### config.mk
export PLATFORM = sky130hd
export DESIGN_NAME = frame_capture_ctrl
export DESIGN_NICKNAME = d
export VERILOG_FILES = /design/src/rtl/hdmi_cap_pkg.sv /design/src/rtl/edge_det.sv /design/src/rtl/frame_capture_ctrl.sv
export SDC_FILE = /design/constraint.sdc
export NUM_CORES = 1
export LEC_CHECK = 0
export BUFFER_PORTS_ARGS = -buffer_cell sky130_fd_sc_hd__buf_2
export CAP_MARGIN = 20
export CORE_MARGIN = 2
export CORE_UTILIZATION = 58
export CTS_BUF_LIST = sky130_fd_sc_hd__clkbuf_4
export DETAILED_ROUTE_END_ITERATION = 8
export GPL_TIMING_DRIVEN = 1
export PLACE_DENSITY_LB_ADDON = 0.12
export SETUP_SLACK_MARGIN = 0.1
export SKIP_LAST_GASP = 1
export SLEW_MARGIN = 15
export SYNTH_ARGS = -nofsm -noshare
export SYNTH_HDL_FRONTEND = slang
export SYNTH_HIERARCHICAL = 1
export SYNTH_SLANG_ARGS = --single-unit
### constraint.sdc
create_clock -name clk -period 4.7 [get_ports clk]
set_input_delay 0.47 -clock clk [delete_from_list [all_inputs] [get_ports clk]]
set_output_delay 0.47 -clock clk [all_outputs]
set_load 0.02 [all_outputs]
### src/rtl/hdmi_cap_pkg.sv
// Shared definitions for the HDMI frame-capture path.
//
// Contents:
//   ADDR_W_DEF, FRAME_PIXELS_DEF, FID_W_DEF - default sizing for a 480x270 frame.
//   ST_*                                     - capture controller state encodings.
//   frame_held()                             - true while a finished frame occupies the buffer.

package hdmi_cap_pkg;

    localparam int unsigned ADDR_W_DEF       = 24;
    localparam int unsigned FRAME_PIXELS_DEF = 129600;
    localparam int unsigned FID_W_DEF        = 8;

    localparam int unsigned STATE_W = 3;

    localparam logic [STATE_W-1:0] ST_IDLE    = 3'd0;
    localparam logic [STATE_W-1:0] ST_WAIT_VS = 3'd1;
    localparam logic [STATE_W-1:0] ST_CAPTURE = 3'd2;
    localparam logic [STATE_W-1:0] ST_READY   = 3'd3;
    localparam logic [STATE_W-1:0] ST_TX      = 3'd4;

    // A completed frame sits in the buffer from READY until TX releases it.
    function automatic logic frame_held(input logic [STATE_W-1:0] st);
        return (st == ST_READY) || (st == ST_TX);
    endfunction

endpackage

### src/rtl/edge_det.sv
// Registered rising-edge detector.
//
// Ports:
//   clk   - clock
//   rstb  - synchronous active-low reset; loads the history flop with RST_VAL
//   sig   - level input
//   rise  - high for the cycle where sig is 1 and was 0 on the previous cycle
//
// A RST_VAL of 1 suppresses a false edge when sig is already high at reset release.

module edge_det #(
    parameter logic RST_VAL = 1'b0
) (
    input  logic clk,
    input  logic rstb,
    input  logic sig,
    output logic rise
);

    logic sig_d;

    always_ff @(posedge clk) begin
        if (!rstb) begin
            sig_d <= RST_VAL;
        end else begin
            sig_d <= sig;
        end
    end

    assign rise = sig & ~sig_d;

endmodule

### src/rtl/frame_capture_ctrl.sv
// Frame capture controller: writes one downscaled frame into the shared frame BRAM,
// then hands the buffer to the Ethernet TX packetizer by request/grant.
//
// Ports:
//   clk, rstb                  - clock, synchronous active-low reset
//   i_arm                      - level; keep capturing while high, stop after the current handoff
//   i_vsync                    - vertical sync; a rising edge opens/closes a frame
//   i_ena, i_addr, i_rgb       - pixel stream from the downscaler
//   o_we, o_waddr, o_wdata     - registered BRAM write port (addr/data hold while o_we=0)
//   i_tx_req, o_tx_grant       - TX buffer request / ownership
//   i_tx_done                  - one-cycle pulse, TX finished reading
//   o_frame_valid              - a captured frame is waiting for / owned by TX
//   o_short                    - the last frame ended on vsync before FRAME_PIXELS pixels
//   o_addr_err                 - sticky, an out-of-range pixel address was seen while capturing
//   o_frame_id                 - count of completed handoffs (wraps)
//   o_drop_cnt                 - only with FRAME_CAPTURE_DROP_CNT_EN: saturating count of
//                                vsync edges that arrived while the buffer was held
//
// Optional feature macro: FRAME_CAPTURE_DROP_CNT_EN.

module frame_capture_ctrl
    import hdmi_cap_pkg::*;
#(
    parameter int unsigned ADDR_W       = ADDR_W_DEF,
    parameter int unsigned FRAME_PIXELS = FRAME_PIXELS_DEF,
    parameter int unsigned FID_W        = FID_W_DEF
) (
    input  logic              clk,
    input  logic              rstb,
    input  logic              i_arm,
    input  logic              i_vsync,
    input  logic              i_ena,
    input  logic [ADDR_W-1:0] i_addr,
    input  logic [23:0]       i_rgb,
    output logic              o_we,
    output logic [ADDR_W-1:0] o_waddr,
    output logic [23:0]       o_wdata,
    input  logic              i_tx_req,
    output logic              o_tx_grant,
    input  logic              i_tx_done,
    output logic              o_frame_valid,
    output logic              o_short,
    output logic              o_addr_err,
    output logic [FID_W-1:0]  o_frame_id
`ifdef FRAME_CAPTURE_DROP_CNT_EN
    ,
    output logic [15:0]       o_drop_cnt
`endif
);

    localparam int unsigned CNT_W = $clog2(FRAME_PIXELS + 1);

    localparam logic [CNT_W-1:0]  FRAME_CNT  = CNT_W'(FRAME_PIXELS);
    localparam logic [ADDR_W-1:0] FRAME_ADDR = ADDR_W'(FRAME_PIXELS);

    logic [STATE_W-1:0] state_q, state_d;
    logic [CNT_W-1:0]   cnt_q, cnt_d, cnt_inc;
    logic               short_q, short_d;
    logic               addr_err_q, addr_err_d;
    logic [FID_W-1:0]   fid_q, fid_d;

    logic               we_q;
    logic [ADDR_W-1:0]  waddr_q;
    logic [23:0]        wdata_q;

    logic               vs_rise;
    logic               pix_in_range;
    logic               pix_ok;
    logic               accept;

    // Reset value 1: a vsync already high at reset release must not start a frame.
    edge_det #(
        .RST_VAL (1'b1)
    ) u_vs_edge (
        .clk  (clk),
        .rstb (rstb),
        .sig  (i_vsync),
        .rise (vs_rise)
    );

    assign cnt_inc      = cnt_q + CNT_W'(1);
    assign pix_in_range = (i_addr < FRAME_ADDR);
    assign pix_ok       = i_ena & pix_in_range;

    always_comb begin
        state_d    = state_q;
        cnt_d      = cnt_q;
        short_d    = short_q;
        addr_err_d = addr_err_q;
        fid_d      = fid_q;
        accept     = 1'b0;

        case (state_q)
            ST_IDLE: begin
                if (i_arm) begin
                    state_d = ST_WAIT_VS;
                end
            end

            ST_WAIT_VS: begin
                if (vs_rise) begin
                    cnt_d   = '0;
                    short_d = 1'b0;
                    state_d = ST_CAPTURE;
                end
            end

            ST_CAPTURE: begin
                if (i_ena && !pix_in_range) begin
                    addr_err_d = 1'b1;
                end
                // A pixel that completes the frame in the same cycle as vsync still counts,
                // making it a full frame; any other pixel alongside vsync is dropped.
                if (pix_ok && (!vs_rise || (cnt_inc == FRAME_CNT))) begin
                    accept = 1'b1;
                    cnt_d  = cnt_inc;
                    if (cnt_inc == FRAME_CNT) begin
                        state_d = ST_READY;
                    end
                end else if (vs_rise) begin
                    short_d = 1'b1;
                    state_d = ST_READY;
                end
            end

            ST_READY: begin
                if (i_tx_req) begin
                    state_d = ST_TX;
                end
            end

            ST_TX: begin
                if (i_tx_done) begin
                    fid_d   = fid_q + FID_W'(1);
                    state_d = i_arm ? ST_WAIT_VS : ST_IDLE;
                end
            end

            default: begin
                state_d = ST_IDLE;
            end
        endcase
    end

    always_ff @(posedge clk) begin
        if (!rstb) begin
            state_q    <= ST_IDLE;
            cnt_q      <= '0;
            short_q    <= 1'b0;
            addr_err_q <= 1'b0;
            fid_q      <= '0;
        end else begin
            state_q    <= state_d;
            cnt_q      <= cnt_d;
            short_q    <= short_d;
            addr_err_q <= addr_err_d;
            fid_q      <= fid_d;
        end
    end

    // Write port: address/data only load on an accepted pixel so they hold otherwise.
    always_ff @(posedge clk) begin
        if (!rstb) begin
            we_q    <= 1'b0;
            waddr_q <= '0;
            wdata_q <= '0;
        end else begin
            we_q <= accept;
            if (accept) begin
                waddr_q <= i_addr;
                wdata_q <= i_rgb;
            end
        end
    end

`ifdef FRAME_CAPTURE_DROP_CNT_EN
    logic [15:0] drop_cnt_q;

    // A vsync edge while the buffer is held means that frame could not be captured.
    always_ff @(posedge clk) begin
        if (!rstb) begin
            drop_cnt_q <= '0;
        end else if (vs_rise && frame_held(state_q) && (drop_cnt_q != 16'hFFFF)) begin
            drop_cnt_q <= drop_cnt_q + 16'd1;
        end
    end

    assign o_drop_cnt = drop_cnt_q;
`endif

    assign o_we          = we_q;
    assign o_waddr       = waddr_q;
    assign o_wdata       = wdata_q;
    assign o_tx_grant    = (state_q == ST_TX);
    assign o_frame_valid = frame_held(state_q);
    assign o_short       = short_q;
    assign o_addr_err    = addr_err_q;
    assign o_frame_id    = fid_q;

endmodule

# Yosys cells after proc, flatten, opt, wreduce, memory -nomap -nowiden

Cells that the tools add are included.

Add/subtract/negate cells: 2
$lt $le $gt $ge: 1
Equal/unequal tests: 14
Mux-type cells: 18
Bitwise logic cells: 3
Reduce and logical (&&, ||, !) cells: 13

Operators with widths:

| kind                                                  | number |
|---|---|
| two-way mux 17 bit                                    | 2 |
| case mux 17 bit (2 select lines)                      | 1 |
| < comparator 24 x 17 -> 1 bit, second input constant  | 1 |
| two-way mux 3 bit                                     | 7 |
| adder 17 x 1 -> 17 bit, second input constant         | 1 |
| equality test 17 bit, second input constant           | 1 |
| case mux 3 bit (5 select lines)                       | 1 |
| inequality test 2 bit, second input constant          | 6 |
| adder 8 x 1 -> 8 bit, second input constant           | 1 |
| equality test 3 x 2 -> 1 bit, second input constant   | 2 |
| two-way mux 1 bit                                     | 6 |
| inequality test 3 bit, second input constant          | 2 |
| AND reduction 6 bit                                   | 1 |
| AND reduction 2 bit                                   | 2 |
| AND reduction 4 bit                                   | 1 |
| equality test 3 x 1 -> 1 bit, second input constant   | 1 |
| equality test 3 bit, second input constant            | 1 |
| logical NOT 3 bit                                     | 1 |
| AND reduction 3 bit                                   | 1 |
| bitwise AND 1 bit                                     | 2 |
| logical AND 1 bit                                     | 2 |
| logical NOT 1 bit                                     | 2 |
| logical OR 1 bit                                      | 2 |
| inequality test 2 x 1 -> 1 bit, second input constant | 1 |
| 3 further kinds                                       | 3 |

Flip-flop bits (word level): 80
Input bits: 55
Output and inout port bits: 61
Logic and storage cells: 60

# Depth between registers and ports, before layout

Depth in word-level cells: 7
Mapped depth: 11
Gate-level depth less buffers: 9

# Hierarchy

Netlist, hierarchy kept.

Modules (own cells, without submodules):

| module             | instances | cells an instance | area each (µm²) | seq. area each (µm²) |
|---|---|---|---|---|
| frame_capture_ctrl | 1         | 439               | 3842.4          | 1581.5 |
| edge_det           | 1         | 3                 | 40.0            | 20.0 |

# Least setup slack after synthesis

Ideal clock, no wire load.

Path kind: reg2reg
Start: register cnt_q[0]
End: register cnt_q[13]
Library setup time: 116 ps
Arrival: 2657 ps
Required time: 4584 ps
Slack: 1927 ps
Stages on the path, launching flop included: 10
Buffers on the path: 0
Clock period less this slack: 2773 ps
Cells stage by stage: dfxtp_1 -> ha_1 -> nand3_4 -> or3_4 -> mux2_4 -> nor4_4 -> and3_1 -> a311oi_2 -> a211o_1 -> o211a_1

Cells in the longest elaborated chain, start to end: 6
Elaborated cells between the ends (all ways): 8
Those cells by class: add/sub: 1; eq/ne: 2; mux: 2; reduce/logical: 3

Ends and longest elaborated chain:

| what                                   | RTL line                  | source |
|---|---|---|
| from (decl)                            | frame_capture_ctrl.sv:57  | `logic [CNT_W-1:0] cnt_q, cnt_d, cnt_inc;` |
| from (signal assigned)                 | frame_capture_ctrl.sv:154 | `cnt_q <= cnt_d;` |
| adder 17 x 1 -> 17 bit *               | frame_capture_ctrl.sv:81  | `assign cnt_inc = cnt_q + CNT_W'(1);` |
| equality test 17 bit                   | frame_capture_ctrl.sv:114 | `if (pix_ok && (!vs_rise \|\| (cnt_inc == FRAME_CNT))) begin` |
| logical OR 1 bit                       | frame_capture_ctrl.sv:114 |  |
| logical AND 1 bit                      | frame_capture_ctrl.sv:114 |  |
| inequality test 2 bit (no source line) | --                        |  |
| AND reduction 3 bit (no source line)   | --                        |  |

Every way passes the cells marked *; elsewhere a longest branch is shown, timed or not. The select of a mux whose other input is x is not followed.
A chain may end at the register's enable or synchronous reset.

# Worst setup path after layout

Start: register cnt_q[0]
End: register cnt_q[3]

Same word-level chain as after synthesis.

==> results.cfg <==
[clock_network]
post_cts.repair.setup_buffers = 0
cts_hold_repair_buffers = 0
cts_tree = built
clock_tree.root_cell = clkbuf_4
cts_num_sinks = 80
htreeDepth = 3
cts_repair_resize_count = 0
clkTransAtPathRegs_ns = 0.16
worstSkewPairLatency_ns = 0.45
cts_made_buffers = 9
clockBufferDepth = 2

[synthesis]
synth_cells = 442
yosys_warnings = 6
yosys_most_used_dff = dfxtp_1
synth_top_area_share_pct = 41.3
synthArstFlopShare_pct = 0
syn_nets = 500
seq_total_area_yosys_pct = 41.3
netlist-cell-type-count = 59
netlist.top_cell.by_area = dfxtp_1
ys_seq_elements = 80
dominant_combinational_cell_family_by_area_after_synthesis = simple AND/OR/NAND/NOR gates
synth.area.mux_share_pct = 1.16
synthXorXnorAreaFrac_pct = 2.26
synth.top_cells.by_count = dfxtp_1, nand2_1, a21oi_2, nand2_2, nor2_1
simple_gate_portion_of_the_synthesized_area_pct = 28.8
yosys.area_share.adder_pct = 0.967
post_synthesis_compound_gate_area_fraction_pct = 21.0
post-synth-top-count-cell = dfxtp_1
synth.cell_area_um2 = 3880
synth-edff-count = 0
synth_top_cells_by_area = dfxtp_1, a21oi_2, nand2_2
syn_area_per_cell_um2 = 8.78

[timing]
worst_clock_skew_ns = 0.0256
min_cycle_time_layout_ns = 3.30
clock.fmax_mhz = 303
setup_viol = 0
finalMaxSlewViolations = 0
post-route-period-util_pct = 70.2
tightest_slew_ns = 1.01
worst_slew_margin_rel_pct = 32.8
unrepaired_setup_endpoints_after_global_routing = false
timing_hold_violations_final = 0
accumulated_negative_setup_slack_ns = 0

[hold_path]
hold-path-cell-count = 2
hold_path.class = in2reg
hp-start = i_vsync
whs_endpoint = u_vs_edge/sig_d

[power_and_ir_drop]
p_sw_share_pct = 32.0
clkPwrFrac_pct = 29.7
peak_supply_drop_uv = 153
seq_power_share_pct = 55.1
power.net_switching_mw = 0.416
leakage_nw = 1.84
p_comb_share_pct = 15.2
internal_portion_of_total_power_mw = 0.883
total_power_divided_by_cell_area_nw_per_um2 = 284

[placed_design]
finalWeightedCongestion = 0.869
detailed_place.area_um2 = 4440
dpl.hpwl_um = 6190
dpl.cell_count = 606
port_buffers = 115

[floorplan]
die_height_um = 85.8
fp-row-count = 29
pin_count = 116
die_area_um2 = 7360
coreArea_um2 = 6420
initial_core_util_pct = 60.5
die_w_um = 85.8

[cells_and_area]
final_net_count = 598
areaGrowthSynthToFinish_pct = 17.7
antenna_cells = 0
filler_cell_count = 506
post_route_cells_drive_above_1_share_pct = 42.2
layout.cells.non_filler = 622
fin_area_um2 = 4570

[routing]
totalWireLength_um = 8900
routed-via-count = 3460
drt-wirelength-per-cell_um = 14.3
final_antenna_net_count = 0
drcViolationCount = 2
vias_per_cell = 5.56
drt_iter0_drc = 220
first_pass_iters = 6

[grt]
number_of_global_route_vias_before_repair = 3291
top_usage_layer = met2
gr-total-overflow = 0
globalRouteMet2Util_pct = 39.5
grtUsageMet1_pct = 32.8
antenna_found_initial = 0
total_routing_usage_gr_pct = 25.2
met3_usage_pct = 7.03
largest_net_degree_at_the_start_of_global_routing = 59
grt_first_pass_wirelength_um = 15000

[worst_setup_path]
timing.critical_path.required_ns = 5.07
worstRegToRegCells = 10
r2r_end = cnt_q[3]
worstSetupStartpointType = flop
path_type_of_the_worst_setup_path = reg2reg
critical_path_peak_fanout = 45
end_kind = flop
regToRegSetupSlack_ns = 1.40
r2r-start = cnt_q[0]
critical_path_arrival_ns = 3.67

[run_status]
result_of_the_run = complete, but fails checks
failed_checks = DRC

[run]
max_cap_viol_count = 0
==> registers in the layout, indices dropped and copies added (netlist names) <==
name	cells
o_short	1
o_waddr	24
u_vs_edge/sig_d	1
cnt_q	17
o_we	1
state_q	3
o_wdata	24
o_addr_err	1
o_frame_id	8
==> power groups by stage <==
stage	clock network (mW)	registers (mW)	logic (mW)
finish	0.386	0.715	0.198
global route	0.421	0.718	0.226
CTS	0.392	0.714	0.197
detailed placement	0	0.728	0.196
global placement	0	0.728	0.191
floorplan	0	0.718	0.140
==> cells in the final DEF, fill, tap and decap left out, types with 4 or more instances in the layout <==
cell type / instances
and4_1: 8
buf_4: 4
nand2b_1: 4
clkbuf_4: 9
dfxtp_1: 80
inv_1: 4
a21oi_1: 11
a31oi_1: 6
nand2_1: 58
and3_1: 15
nand3_1: 7
a21oi_2: 40
nand2_2: 40
nand4_1: 10
nor3_1: 7
xor2_1: 7
and2_1: 4
buf_2: 115
nor2_1: 38
a311oi_1: 6
o21ai_0: 10
==> how the worst max path moves through the flow <==
| stage | end | from | slack, ns |
|---|---|---|---|
| after floorplan | cnt_q[13] | cnt_q[0] | 1.93 |
| after global placement | cnt_q[3] | cnt_q[0] | 1.52 |
| after detailed placement | cnt_q[12] | cnt_q[0] | 1.41 |
| after CTS | cnt_q[12] | cnt_q[0] | 1.37 |
| after global routing | cnt_q[12] | cnt_q[0] | 1.13 |
| final | cnt_q[3] | cnt_q[0] | 1.40 |
==> kinds of logic (layout without fill, tap and decap cells) <==
family                   after synthesis  in the layout
adder cells (fa/ha/maj)                3              3
multiplexers                           4              4
flip-flops                            80             80
AO/OA/AOI/OAI                        101            101
buffers and inverters                 37            140
AND/OR/NAND/NOR                      207            207
XOR/XNOR                              10             10
==> metal layers <==
metal / vias to the layer above / share of wire (%)
met2: 111 / 46
met1: 1587 / 45
met5: - / 0
li1: 1744 / -
met3: 18 / 7.4
met4: 0 / 1.8
==> worst max-delay path, stage by stage (launching register included) <==
cell and delay [ns]:
dfxtp_1 0.45, ha_1 0.37, nand3_4 0.15, or3_4 0.44
mux2_4 0.33, nor3_2 0.18, nand3_2 0.13, a211oi_4 0.25
buf_4 0.59, nand4b_1 0.17, a21oi_1 0.16
==> metrics by stage <==
stage                     power [mW]  hold slack (ns)  setup slack, ns  utilization, %
after CTS                       1.30            0.201             1.37            71.2
final                           1.30            0.213             1.40            71.2
after global routing            1.37            0.217             1.13            71.2
after global placement         0.919            0.441             1.52            69.1
after floorplan                0.858            0.464             1.93               -
after detailed placement       0.924            0.445             1.41            69.1
==> final cells by class <==
cell class | count | area [µm²] | share of cell area (%)
flip-flops and latches | 80 | 1600 | 35.0
multi-input cells | 325 | 2120 | 46.3
repair buffers | 119 | 606 | 13.2
well taps | 77 | 96.3 | 2.11
clock inverters | 7 | 63.8 | 1.40
clock buffers | 9 | 67.6 | 1.48
inverters | 5 | 18.8 | 0.411
(Power assumes the default switching activity.)
